$ cat config.mk
export PLATFORM = sky130hd
export DESIGN_NAME = pipe_skid_reg
export DESIGN_NICKNAME = d
export VERILOG_FILES = /design/src/rtl/riscv_pipe_pkg.sv /design/src/rtl/pipe_entry.sv /design/src/rtl/pipe_skid_reg.sv
export SDC_FILE = /design/constraint.sdc
export NUM_CORES = 1
export LEC_CHECK = 0
export ABC_CLOCK_PERIOD_IN_PS = 2590
export CORE_ASPECT_RATIO = 1.1
export CORE_MARGIN = 2
export CORE_UTILIZATION = 54
export CTS_BUF_LIST = sky130_fd_sc_hd__clkbuf_4 sky130_fd_sc_hd__clkbuf_8
export DETAILED_ROUTE_END_ITERATION = 6
export GPL_TIMING_DRIVEN = 0
export PLACE_DENSITY_LB_ADDON = 0.25
export REMOVE_ABC_BUFFERS = 1
export SYNTH_ARGS = -nofsm -noshare
export SYNTH_HDL_FRONTEND = slang
export SYNTH_HIERARCHICAL = 1
export SYNTH_SLANG_ARGS = --single-unit
export TNS_END_PERCENT = 10
$ cat constraint.sdc
create_clock -name clk -period 2.59 [get_ports clk]
set_input_delay 0.518 -clock clk [delete_from_list [all_inputs] [get_ports clk]]
set_output_delay 0.518 -clock clk [all_outputs]
set_load 0.01 [all_outputs]
$ cat src/rtl/riscv_pipe_pkg.sv
// Shared definitions for the RISC-V pipeline stage registers.
//   pipe_state_e : occupancy state of an elastic stage (EMPTY/FULL/SKID)
//   PIPE_DEPTH   : number of entries an elastic stage can hold
//   PAR_MAX_W    : widest payload the parity helper supports
//   even_par     : XOR-reduction parity; callers zero-extend narrower data,
//                  which leaves the parity unchanged
package riscv_pipe_pkg;

  typedef enum logic [1:0] {
    EMPTY = 2'd0,
    FULL  = 2'd1,
    SKID  = 2'd2
  } pipe_state_e;

  localparam int PIPE_DEPTH = 2;
  localparam int PAR_MAX_W  = 256;

  function automatic logic even_par(input logic [PAR_MAX_W-1:0] d);
    return ^d;
  endfunction

endpackage

$ cat src/rtl/pipe_entry.sv
// One storage slot of an elastic pipeline stage: payload, its parity bit and
// a valid flag.
//   clk, reset : rising-edge clock, asynchronous active-low reset
//   load       : capture d_data/d_par and mark the slot valid
//   clear      : empty the slot (wins over load)
//   d_data/d_par  : data and parity to capture
//   q_valid/q_data/q_par : registered slot contents
module pipe_entry #(
  parameter int WIDTH = 32
) (
  input  logic             clk,
  input  logic             reset,
  input  logic             load,
  input  logic             clear,
  input  logic [WIDTH-1:0] d_data,
  input  logic             d_par,
  output logic             q_valid,
  output logic [WIDTH-1:0] q_data,
  output logic             q_par
);

  logic             valid_q, valid_d;
  logic [WIDTH-1:0] data_q, data_d;
  logic             par_q, par_d;

  // Clearing zeroes the payload too, so an empty slot never shows stale data.
  always_comb begin
    valid_d = valid_q;
    data_d  = data_q;
    par_d   = par_q;
    if (clear) begin
      valid_d = 1'b0;
      data_d  = '0;
      par_d   = 1'b0;
    end else if (load) begin
      valid_d = 1'b1;
      data_d  = d_data;
      par_d   = d_par;
    end
  end

  always_ff @(posedge clk or negedge reset) begin
    if (!reset) begin
      valid_q <= 1'b0;
      data_q  <= '0;
      par_q   <= 1'b0;
    end else begin
      valid_q <= valid_d;
      data_q  <= data_d;
      par_q   <= par_d;
    end
  end

  assign q_valid = valid_q;
  assign q_data  = data_q;
  assign q_par   = par_q;

endmodule

$ cat src/rtl/pipe_skid_reg.sv
// Elastic pipeline-stage register with a 2-entry skid buffer, flush and a
// parity-protected payload with a fault-injection hook.
//   clk, reset          : rising-edge clock, asynchronous active-low reset
//   in_valid/in_data    : upstream beat; in_ready is high unless the skid
//                         slot is occupied (registered state only)
//   inj_fault           : flips bit 0 of the beat accepted this cycle
//   flush               : synchronous squash of every held entry
//   out_valid/out_data  : main slot presented downstream, out_ready accepts
//   out_err             : stored parity disagrees with presented data
//   count               : occupancy, 0..2
module pipe_skid_reg
  import riscv_pipe_pkg::*;
#(
  parameter int WIDTH     = 32,
  parameter bit PARITY_EN = 1'b1
) (
  input  logic             clk,
  input  logic             reset,
  input  logic             in_valid,
  input  logic [WIDTH-1:0] in_data,
  output logic             in_ready,
  input  logic             inj_fault,
  input  logic             flush,
  output logic             out_valid,
  output logic [WIDTH-1:0] out_data,
  input  logic             out_ready,
  output logic             out_err,
  output logic [1:0]       count
);

  pipe_state_e state_q, state_d;

  logic                 accept;
  logic                 fire;
  logic [PAR_MAX_W-1:0] par_ext;
  logic                 in_par;
  logic [WIDTH-1:0]     in_stored;

  logic                 main_load, main_clear, main_from_skid;
  logic                 skid_load, skid_clear;
  logic [WIDTH-1:0]     main_d_data;
  logic                 main_d_par;
  logic                 main_valid, main_par;
  logic                 skid_valid, skid_par;
  logic [WIDTH-1:0]     skid_data;

  assign in_ready  = !skid_valid;
  assign out_valid = main_valid;
  assign accept    = in_valid & in_ready;
  assign fire      = out_valid & out_ready;

  // Parity is taken from the clean input so an injected flip is detectable
  // once the beat reaches the output.
  always_comb begin
    par_ext              = '0;
    par_ext[WIDTH-1:0]   = in_data;
    in_par               = even_par(par_ext);
    in_stored            = in_data ^ WIDTH'(inj_fault);
  end

  // Next-state and slot control. Flush overrides everything: a beat accepted
  // in the same cycle is dropped, a beat fired in the same cycle is gone.
  always_comb begin
    state_d        = state_q;
    main_load      = 1'b0;
    main_clear     = 1'b0;
    main_from_skid = 1'b0;
    skid_load      = 1'b0;
    skid_clear     = 1'b0;
    if (flush) begin
      state_d    = EMPTY;
      main_clear = 1'b1;
      skid_clear = 1'b1;
    end else begin
      case (state_q)
        EMPTY: begin
          if (accept) begin
            main_load = 1'b1;
            state_d   = FULL;
          end
        end
        FULL: begin
          if (accept && fire) begin
            main_load = 1'b1;
          end else if (accept) begin
            skid_load = 1'b1;
            state_d   = SKID;
          end else if (fire) begin
            main_clear = 1'b1;
            state_d    = EMPTY;
          end
        end
        SKID: begin
          if (fire) begin
            main_load      = 1'b1;
            main_from_skid = 1'b1;
            skid_clear     = 1'b1;
            state_d        = FULL;
          end
        end
        default: begin
          state_d    = EMPTY;
          main_clear = 1'b1;
          skid_clear = 1'b1;
        end
      endcase
    end
  end

  // The skid slot's parity travels with its data into the main slot.
  always_comb begin
    main_d_data = main_from_skid ? skid_data : in_stored;
    main_d_par  = main_from_skid ? skid_par  : in_par;
  end

  always_ff @(posedge clk or negedge reset) begin
    if (!reset) begin
      state_q <= EMPTY;
    end else begin
      state_q <= state_d;
    end
  end

  always_comb begin
    case (state_q)
      EMPTY:   count = 2'd0;
      FULL:    count = 2'd1;
      SKID:    count = 2'(PIPE_DEPTH);
      default: count = 2'd0;
    endcase
  end

  pipe_entry #(.WIDTH(WIDTH)) u_main (
    .clk     (clk),
    .reset   (reset),
    .load    (main_load),
    .clear   (main_clear),
    .d_data  (main_d_data),
    .d_par   (main_d_par),
    .q_valid (main_valid),
    .q_data  (out_data),
    .q_par   (main_par)
  );

  pipe_entry #(.WIDTH(WIDTH)) u_skid (
    .clk     (clk),
    .reset   (reset),
    .load    (skid_load),
    .clear   (skid_clear),
    .d_data  (in_stored),
    .d_par   (in_par),
    .q_valid (skid_valid),
    .q_data  (skid_data),
    .q_par   (skid_par)
  );

  assign out_err = PARITY_EN & main_valid & ((^out_data) ^ main_par);

endmodule

==> out/metrics.cfg <==
[die]
start_util_pct=56.0
die_x_um=85.5
core_um2=7050
die_area_um2=8010
io_pins=75
dieHeight_um=93.6
rows=32

[worst_setup_path]
reg2reg_slack_ns=0.39
rr_startpoint=u_skid/q_valid$_DFFE_PN0P_
r2r_cells=6
crit_fanout=3
path_class=reg2out
end_kind=primary output
timing.rr.end=u_main/q_data[25]$_DFFE_PN0P_
required_ns=2.07
start_kind=flip-flop
cp_data_arrival_time_ns=2.20

[min_path]
worstHoldPathType=in2async

[synthesis]
synth_xor_area_share_pct=14.6
synth_simple_gate_area_share_pct=8.94
synth_mux_area_share_pct=26.2
synth-async-reset-ratio_pct=100
syn-cell-area_um2=3950
ys.flop_type=dfrtp_1
synth.largest_area_cell=dfrtp_1
ys_seq_area_share_pct=44.4
synthTopCellsByCount=nor2_1 (72), dfrtp_1 (70), mux2i_1 (66), xnor2_1 (55), mux2_2 (33)
ys_warn_count=6
netlist_instances=345
synth_fa_ha_area_share_pct=0
yosysMostFrequentCell=nor2_1
synth.distinct_cells=23
synth_edf_count=0
synth.area.top_cells=dfrtp_1 (44%), mux2i_1 (17%), xnor2_1 (12%)
synth-seq-cells=70
synth.avg_cell_area_um2=11.4
synth-compound-area-share_pct=0.698
synth_top_area_share_pct=44.4
synth_top_family_by_area=multiplexers

[final_layout]
synthToLayoutAreaGrowth_pct=25.8
fillers=510
seq_area_um2=1750
layout-drive-gt1-share_pct=17.1
nNetsFinal=461
final_area_um2=4960
multiInputGateArea_um2=2060
antenna_cells=0

[drt]
drt_iter0_drc=106
antenna_left=0
first_pass_iters=4
drcViolationCount=0
dr_total_vias=2711
routed_wl_um=8380
post_drt_wl_per_cell_um=16.4
vias_per_cell=5.31

[timing]
tns_ns=-0.125
setup_viol=1
max_freq_ghz=0.368
skew_ns=0.0104
drv_slew=0
fin_ws_ns=-0.125
hold_violations=0
fin_crit_sh_pct=105
worst_pin_slew_ns=0.902
rsz0062_at_grt=true
relSlewSlack_pct=39.9
fin_crit_ns=2.71

[placed_design]
place.detailed.hpwl_um=5560
portBuffers=74
gp_congestion=0.723
place_area_um2=4710

[clock_tree]
cts_max_path_buffers=2
numCtsBuffers=9
htreeDepth=3
clkSinkCount=70
tritoncts=built
clk_pin_slew_ns=0.07
cts_root_buf=clkbuf_8
clk_latency_ns=0.34

[power_and_ir_drop]
ir_drop_mv=0.339
p_leak_nw=2.02
pwr_density_cell_nw_per_um2=579

[run_status]
status=complete, but fails checks
failed_checks=setup timing

[global_routing]
track_usage_pct=22.6
grt_overflow_total=0
grt_pass1_wl_um=13700
antenna_found_initial=0
grt_pass1_vias=2859
grt_max_degree=71

[run]
maxCapViolCount=0

[routing by layer]
layer / GRT usage, % / share of wire [%] / up-vias
met4: 8.73 / 1.4 / 0
met1: 28.6 / 44 / 1319
met2: 38.0 / 50 / 81
li1: - / - / 1302
met3: 4.50 / 4.6 / 9
met5: 0 / 0 / -
[cells by family (layout without fill, tap and decap cells)]
kind of cell    after synthesis  after routing
compound gates                5              5
xor+xnor                     64             64
buf+inv                      20            101
flops                        70             70
mux                          99             99
simple gates                 87             87
[state kept, by name, summed over array words and instances (netlist names)]
| name | count |
|---|---|
| u_main/q_par | 1 |
| u_skid/q_par | 1 |
| u_skid/q_data | 32 |
| state_q | 2 |
| u_skid/q_valid | 1 |
| u_main/q_valid | 1 |
| u_main/q_data | 32 |
[critical path: stages, from the launching register on]
cell     delay, ns
dfrtp_1       0.43
xnor2_2       0.17
xnor2_2       0.22
xnor2_1       0.14
xnor3_1       0.44
xnor2_2       0.18
and2_1        0.15
buf_2         0.13
[worst max path at each step]
stage,start,to,slack (ns)
after floorplan,in_valid,u_skid/q_data[0]$_DFFE_PN0P_,-2.12
after global placement,in_valid,u_skid/q_data[28]$_DFFE_PN0P_,-4.06
after detailed placement,u_main/q_data[8]$_DFFE_PN0P_,out_err,-0.28
after CTS,u_main/q_data[28]$_DFFE_PN0P_,out_err,-0.15
after global routing,u_main/q_data[15]$_DFFE_PN0P_,out_err,-0.22
final,u_main/q_data[30]$_DFFE_PN0P_,out_err,-0.12
[where the power goes]
part / total (W) / leakage (nW) / internal [W] / switching, W
registers: 0.00120 / 0.962 / 0.00115 / 0.0000526
clock network: 0.000767 / 0.0889 / 0.000382 / 0.000386
logic: 0.000903 / 0.968 / 0.000500 / 0.000403
[cells in the final DEF (no fill, tap or decap), types with 2 or more instances in the layout]
cell | netlist | final
nor2_1 | 72 | 72
clkdlybuf4s50_1 | 0 | 72
dfrtp_1 | 70 | 69
mux2i_1 | 66 | 66
xnor2_1 | 55 | 48
mux2_2 | 33 | 33
clkbuf_8 | 0 | 10
xor2_1 | 8 | 8
xnor2_2 | 0 | 7
buf_4 | 3 | 6
nand2_1 | 4 | 4
nor2b_1 | 3 | 3
buf_6 | 2 | 3
and2_1 | 2 | 2
o21ai_0 | 2 | 2
clkbuf_4 | 0 | 2
clkinv_2 | 0 | 2
buf_12 | 6 | 2
buf_8 | 0 | 2
[what timing repair did]
action,CTS,global route
hold buffers,0,0
setup buffers,5,0
pin swaps,9,2
gates resized for setup,8,4
endpoints found under the setup margin,1,14
[final cells by class]
type / instances / area share (%)
Inverter: 1 / 0.0756
Multi-Input combinational cell: 255 / 41.6
Clock buffer: 12 / 3.08
Timing Repair Buffer: 86 / 17.6
Sequential cell: 70 / 35.3
Clock inverter: 2 / 0.202
Tap cell: 85 / 2.14
[per-stage QoR]
stage                     total power, W  setup slack, ns  util, %  hold slack (ns)  instances
after global routing             0.00302           -0.216     70.4            0.367        511
after global placement           0.00206            -4.06     65.1            0.495        485
after detailed placement         0.00208           -0.275     66.9            0.506        492
after floorplan                  0.00178            -2.12        -            0.222        326
final                            0.00287           -0.125     70.4            0.286        511
after CTS                        0.00285           -0.148     70.1            0.320        511
No activity file was read; power rests on OpenSTA's default activity.
==> patch 1, RTL diff (same settings) <==
`data_q` no longer has a reset.
--- a/src/rtl/pipe_entry.sv
+++ b/src/rtl/pipe_entry.sv
@@ -42,13 +42,15 @@
   always_ff @(posedge clk or negedge reset) begin
     if (!reset) begin
       valid_q <= 1'b0;
-      data_q  <= '0;
       par_q   <= 1'b0;
     end else begin
       valid_q <= valid_d;
-      data_q  <= data_d;
       par_q   <= par_d;
     end
+  end
+
+  always_ff @(posedge clk) begin
+    data_q <= data_d;
   end
 
   assign q_valid = valid_q;
Formal check against the unedited RTL: not equivalent (Yosys sat finds a counterexample within 4 cycles, from zero or initial values and one cycle with reset low).
==> patch 1 against the unedited design <==
Critical endpoint unchanged; utilization increased by 0.74 points; cell area shrank 6.0%; the run still ends with negative setup slack left; non-clock buffer count fell by 1; worst setup slack gained 0.026 ns; area after synthesis shrank 8.2%; highest routed layer unchanged; routed wire length down 5.7%; clock skew decreased by 0.0026 ns; total power increased by 3.4%; sequential cell count unchanged; register-to-register slack got worse by 0.11 ns.
==> patch 1: results (changes against the unedited design) <==
* Status: finished with violations
* Failing checks: negative setup slack
* Worst r2r src: state_q[1]
* Largest net degree at the start of global routing at 35 (-51%)
* First-pass GRT wire length at 12.5 mm (-9.0%)
* Leak at 1.66 nW (-18%)
* Worst Path Max Fanout at 2 (-1)
* Reg-to-reg endpoint: u_main/q_par
* DRT iter0 DRCs at 111 (+4.7%)
* Setup-failing EPs final at 1 (unchanged)
* Final HPWL DP at 5.39 mm (-3.0%)
* R2R depth at 7 (+1)
* Share of layout cells above drive strength 1 at 16.2% (-0.94 points)
* Worst stage delay on the critical path at 0.46 ns (+0.02 ns)
* Residual DRC count at 0 (unchanged)
* Yosys cell types at 24 (+4.3%)
* Seq/Total Area, Yosys at 39.5% (-4.9 points)
* M2 GR Usage at 38.8% (+0.80 points)
* Worst EP arrival at 2.17 ns (-0.03 ns)
* Filler Cell Count at 524 (+2.7%)
* Peak supply drop at 0.533 mV (+57%)
* Reg2reg setup slack at 0.28 ns (-0.11 ns)
* Top cells by area, synth: dfxtp_1 (35%), mux2i_1 (18%), xnor2_1 (13%), mux2_2 (10%), nor2_1 (7.5%)
* Slew margin rel. at 47.8% (+7.9 points)
* Total number of vias at 2569 (-5.2%)
* Post-synth top cells: nor2_1 (72), mux2i_1 (66), dfxtp_1 (64)
* Vias in the first global route at 2608 (-8.8%)
* Psw at 0.000818 W (-2.7%)
* Layout Skew at 0.00779 ns (-0.00260 ns)
* Met1 GRT Util at 26.2% (-2.5 points)
* Drt wl/cell at 15.6 um (-5.2%)
* FFs w/ async S/R, synth at 8.57% (-91 points)
* Final WS setup at -0.0987 ns (+0.0262 ns)
[patch 1: changes by cell type in the layout (fill, tap and decap cells not counted), sizes merged]
cell | before | now
clkinv | 2 | 0
buf | 14 | 12
clkdlybuf4s50 | 72 | 73
clkbuf | 12 | 14
bufinv | 0 | 1
dfxtp | 0 | 64
dfrtp | 70 | 6
[patch 1: per-layer routing]
| layer | routed length (um) | part of all wire, % | vias up |
|---|---|---|---|
| met5 | 0 | 0 | - |
| li1 | - | - | 1295 |
| met1 | 3310 | 42 | 1205 |
| met4 | 131 | 1.7 | 0 |
| met2 | 4170 | 53 | 57 |
| met3 | 283 | 3.6 | 12 |
[patch 1: how the worst max path moves through the flow]
stage	from	depth (start not counted)	slack [ns]	to
floorplan	in_valid	5	-2.12	u_skid/q_par
global placement	in_valid	6	-4.02	u_skid/q_data[17]
detailed placement	in_valid	7	-0.46	u_main/q_par
CTS	u_main/q_data[13]	7	-0.09	out_err
global route	u_main/q_par	7	-0.19	out_err
finish	u_main/q_par	7	-0.1	out_err
[patch 1: power groups by stage]
stage               Sequential [W]  Combinational (W)  Clock [W]
global route               0.00120           0.000951   0.000965
finish                     0.00119           0.000890   0.000893
global placement           0.00121           0.000816          0
floorplan                  0.00122           0.000548          0
CTS                        0.00119           0.000844   0.000914
detailed placement         0.00121           0.000837          0
[patch 1: cell type report]
type	instances	area (um^2)	area share, %
clock buffer	14	168	3.59
clock inverter	1	30.0	0.644
inverter	1	3.75	0.0805
multi-input combinational	255	2040	43.7
sequential	70	1440	30.8
tap	82	103	2.20
timing repair buffer	85	886	19.0
[patch 1: cells by family (layout without fill, tap and decap cells)]
kind of cell / count (synthesis) / count (layout) / synth area share, %
xor+xnor: 64 / 64 / 15.9
mux: 99 / 99 / 28.5
compound gates: 5 / 5 / 0.760
flops: 70 / 70 / 39.5
simple gates: 87 / 87 / 9.74
buf+inv: 20 / 101 / 5.63
[patch 1: per-stage QoR]
stage	total power (W)	hold WS [ns]	std cells	utilization [%]	area, um^2
floorplan	0.00177	0.222	326	-	3420
global placement	0.00202	0.466	482	65.1	4270
detailed placement	0.00205	0.480	489	67.2	4410
CTS	0.00295	0.431	507	70.8	4640
global route	0.00311	0.452	508	71.2	4670
finish	0.00297	0.438	508	71.2	4670
[patch 1: repair_timing]
action / in CTS / in global routing
pin swaps: 8 / 3
gates resized for setup: 9 / 2
endpoints found under the hold margin: 0 / 0
buffers inserted: 3 / 1
setup endpoints to repair: 18 / 16
==> patch 2, RTL diff (config.mk and constraints unchanged) <==
Without the edit above. `PARITY_EN`: 1'b1 -> 1'b0.
--- a/src/rtl/pipe_skid_reg.sv
+++ b/src/rtl/pipe_skid_reg.sv
@@ -12,7 +12,7 @@
   import riscv_pipe_pkg::*;
 #(
   parameter int WIDTH     = 32,
-  parameter bit PARITY_EN = 1'b1
+  parameter bit PARITY_EN = 1'b0
 ) (
   input  logic             clk,
   input  logic             reset,
Formal check against the unedited RTL: not equivalent (Yosys sat finds a counterexample within 4 cycles, from zero or initial values and one cycle with reset low).
==> patch 2 against the unedited design <==
Critical path depth grew 3; count of clock-buffer cells in the layout stayed put; sequential cell count decreased by 2; hold slack better by 0.016 ns; cell area shrank 14%; area after synthesis fell by 16%; worst setup slack improved by 0.31 ns; routed wire length fell by 15%.
Power is not compared: it rests on default switching activity, and its combinational part moved more than twofold at a synthesized area within 25%.
==> patch 2: results (changes against the unedited design) <==
* WL final at 7.11 mm (-15%)
* Vias in the first global route at 2359 (-17%)
* Peak supply drop at around 0.46 mV
* Leak at 1.82 nW
* Met1 GRT Util at 32.2% (+3.6 points)
* Sequential Power at roughly 0.0011 W
* Max H-tree Level at 3 (unchanged)
* Final HPWL DP at 4.46 mm (-20%)
* Largest net degree at the start of global routing at 69 (-2.8%)
* Placement Setup Slack at -0.421 ns (-0.145 ns)
* Int Pwr at approximately 0.0018 W
* Placed Cells at 415 (-16%)
* Clk. pwr at 0.000865 W
* RD Place Congestion at 0.686 (-5.2%)
* DRT iter0 DRCs at 130 (+23%)
* CTS root buffer: clkbuf_8
* Worst EP arrival at 2.60 ns (+0.40 ns)
* Status: finished clean
* First-pass GRT wire length at 11.9 mm (-14%)
* Yosys warns at 6 (unchanged)
* TritonRoute pass-1 iters at 4 (unchanged)
* Share of layout cells above drive strength 1 at 16.9% (-0.19 points)
* Worst-path clk slew at 0.07 ns (about the same)
* Total track usage at 23.0% (+0.49 points)
* Hold Path Class: primary input to async pin
* Clk buf depth at 2 (unchanged)
* Antenna Cells at 0 (unchanged)
* Synthesized instance count at 281 (-19%)
* R2R depth at 9 (+3)
* Layout Skew at 0.00797 ns (-0.00242 ns)
* Slew @ Worst Pin at 1.28 ns (+0.378 ns)
* M3 GR Usage at 4.42% (-0.080 points)
* Port Buffers at 73 (-1.4%)
* Total number of vias at 2274 (-16%)
* M2 GR Usage at 35.0% (-3.0 points)
* Filler Cell Count at 440 (-14%)
* Clk network pwr share at between 30% and 40%
* Worst Path Max Fanout at 9 (+6)
* NumNets Final at 389 (-16%)
* Vias per Instance at 5.28 (-0.55%)
* Clock latency on the worst-skew pair at approximately 0.33 ns
* Inserted Clock Buffers at 9 (unchanged)
patch 2: critical path, cell delays in order:
cell and delay, ns:
clkdlybuf4s50_1 0.49, nand2b_1 0.10, nor2_1 0.17, nand2_1 0.13, nor3_4 0.38, buf_8 0.22
buf_8 0.16, buf_8 0.16, mux2i_1 0.22, nor2_1 0.05
patch 2: final cells by class:
type                            instances  area share [%]
Clock buffer                           12            3.71
Clock inverter                          2           0.817
Inverter                                2           0.175
Multi-Input combinational cell        190            33.3
Sequential cell                        68            39.7
Tap cell                               77            2.25
Timing Repair Buffer                   80            20.0
patch 2: final timing paths:
| kind | startpoint | endpoint | slack, ns |
|---|---|---|---|
| max in group asynchronous | reset | state_q[0] | 1.74 |
| min reg2reg | u_skid/q_data[9] | u_skid/q_data[9] | 0.52 |
| max | in_valid | u_skid/q_data[21] | 0.18 |
| max reg2reg | u_skid/q_valid | u_skid/q_data[21] | 0.39 |
| min in group clk | u_skid/q_data[9] | u_skid/q_data[9] | 0.52 |
| min | reset | u_skid/q_data[30] | 0.30 |
patch 2: what timing repair did:
item | 4_1_cts | 5_1_grt
pin swaps | 2 | 1
resized for setup | 0 | 2
gates cloned | 1 | 0
setup buffers | 1 | 0
setup endpoints to repair | 18 | 23
patch 2: metrics by stage:
step / hold WS (ns) / instance area (um^2)
finish: 0.302 / 4290
global route: 0.376 / 4290
CTS: 0.322 / 4280
detailed placement: 0.507 / 4060
global placement: 0.495 / 3930
floorplan: 0.222 / 3100
patch 2: per-layer routing:
| layer | vias to the layer above | share of wire, % |
|---|---|---|
| met1 | 1120 | 46 |
| met5 | - | 0 |
| met4 | 0 | 1.5 |
| met2 | 57 | 48 |
| li1 | 1089 | - |
| met3 | 8 | 4.1 |
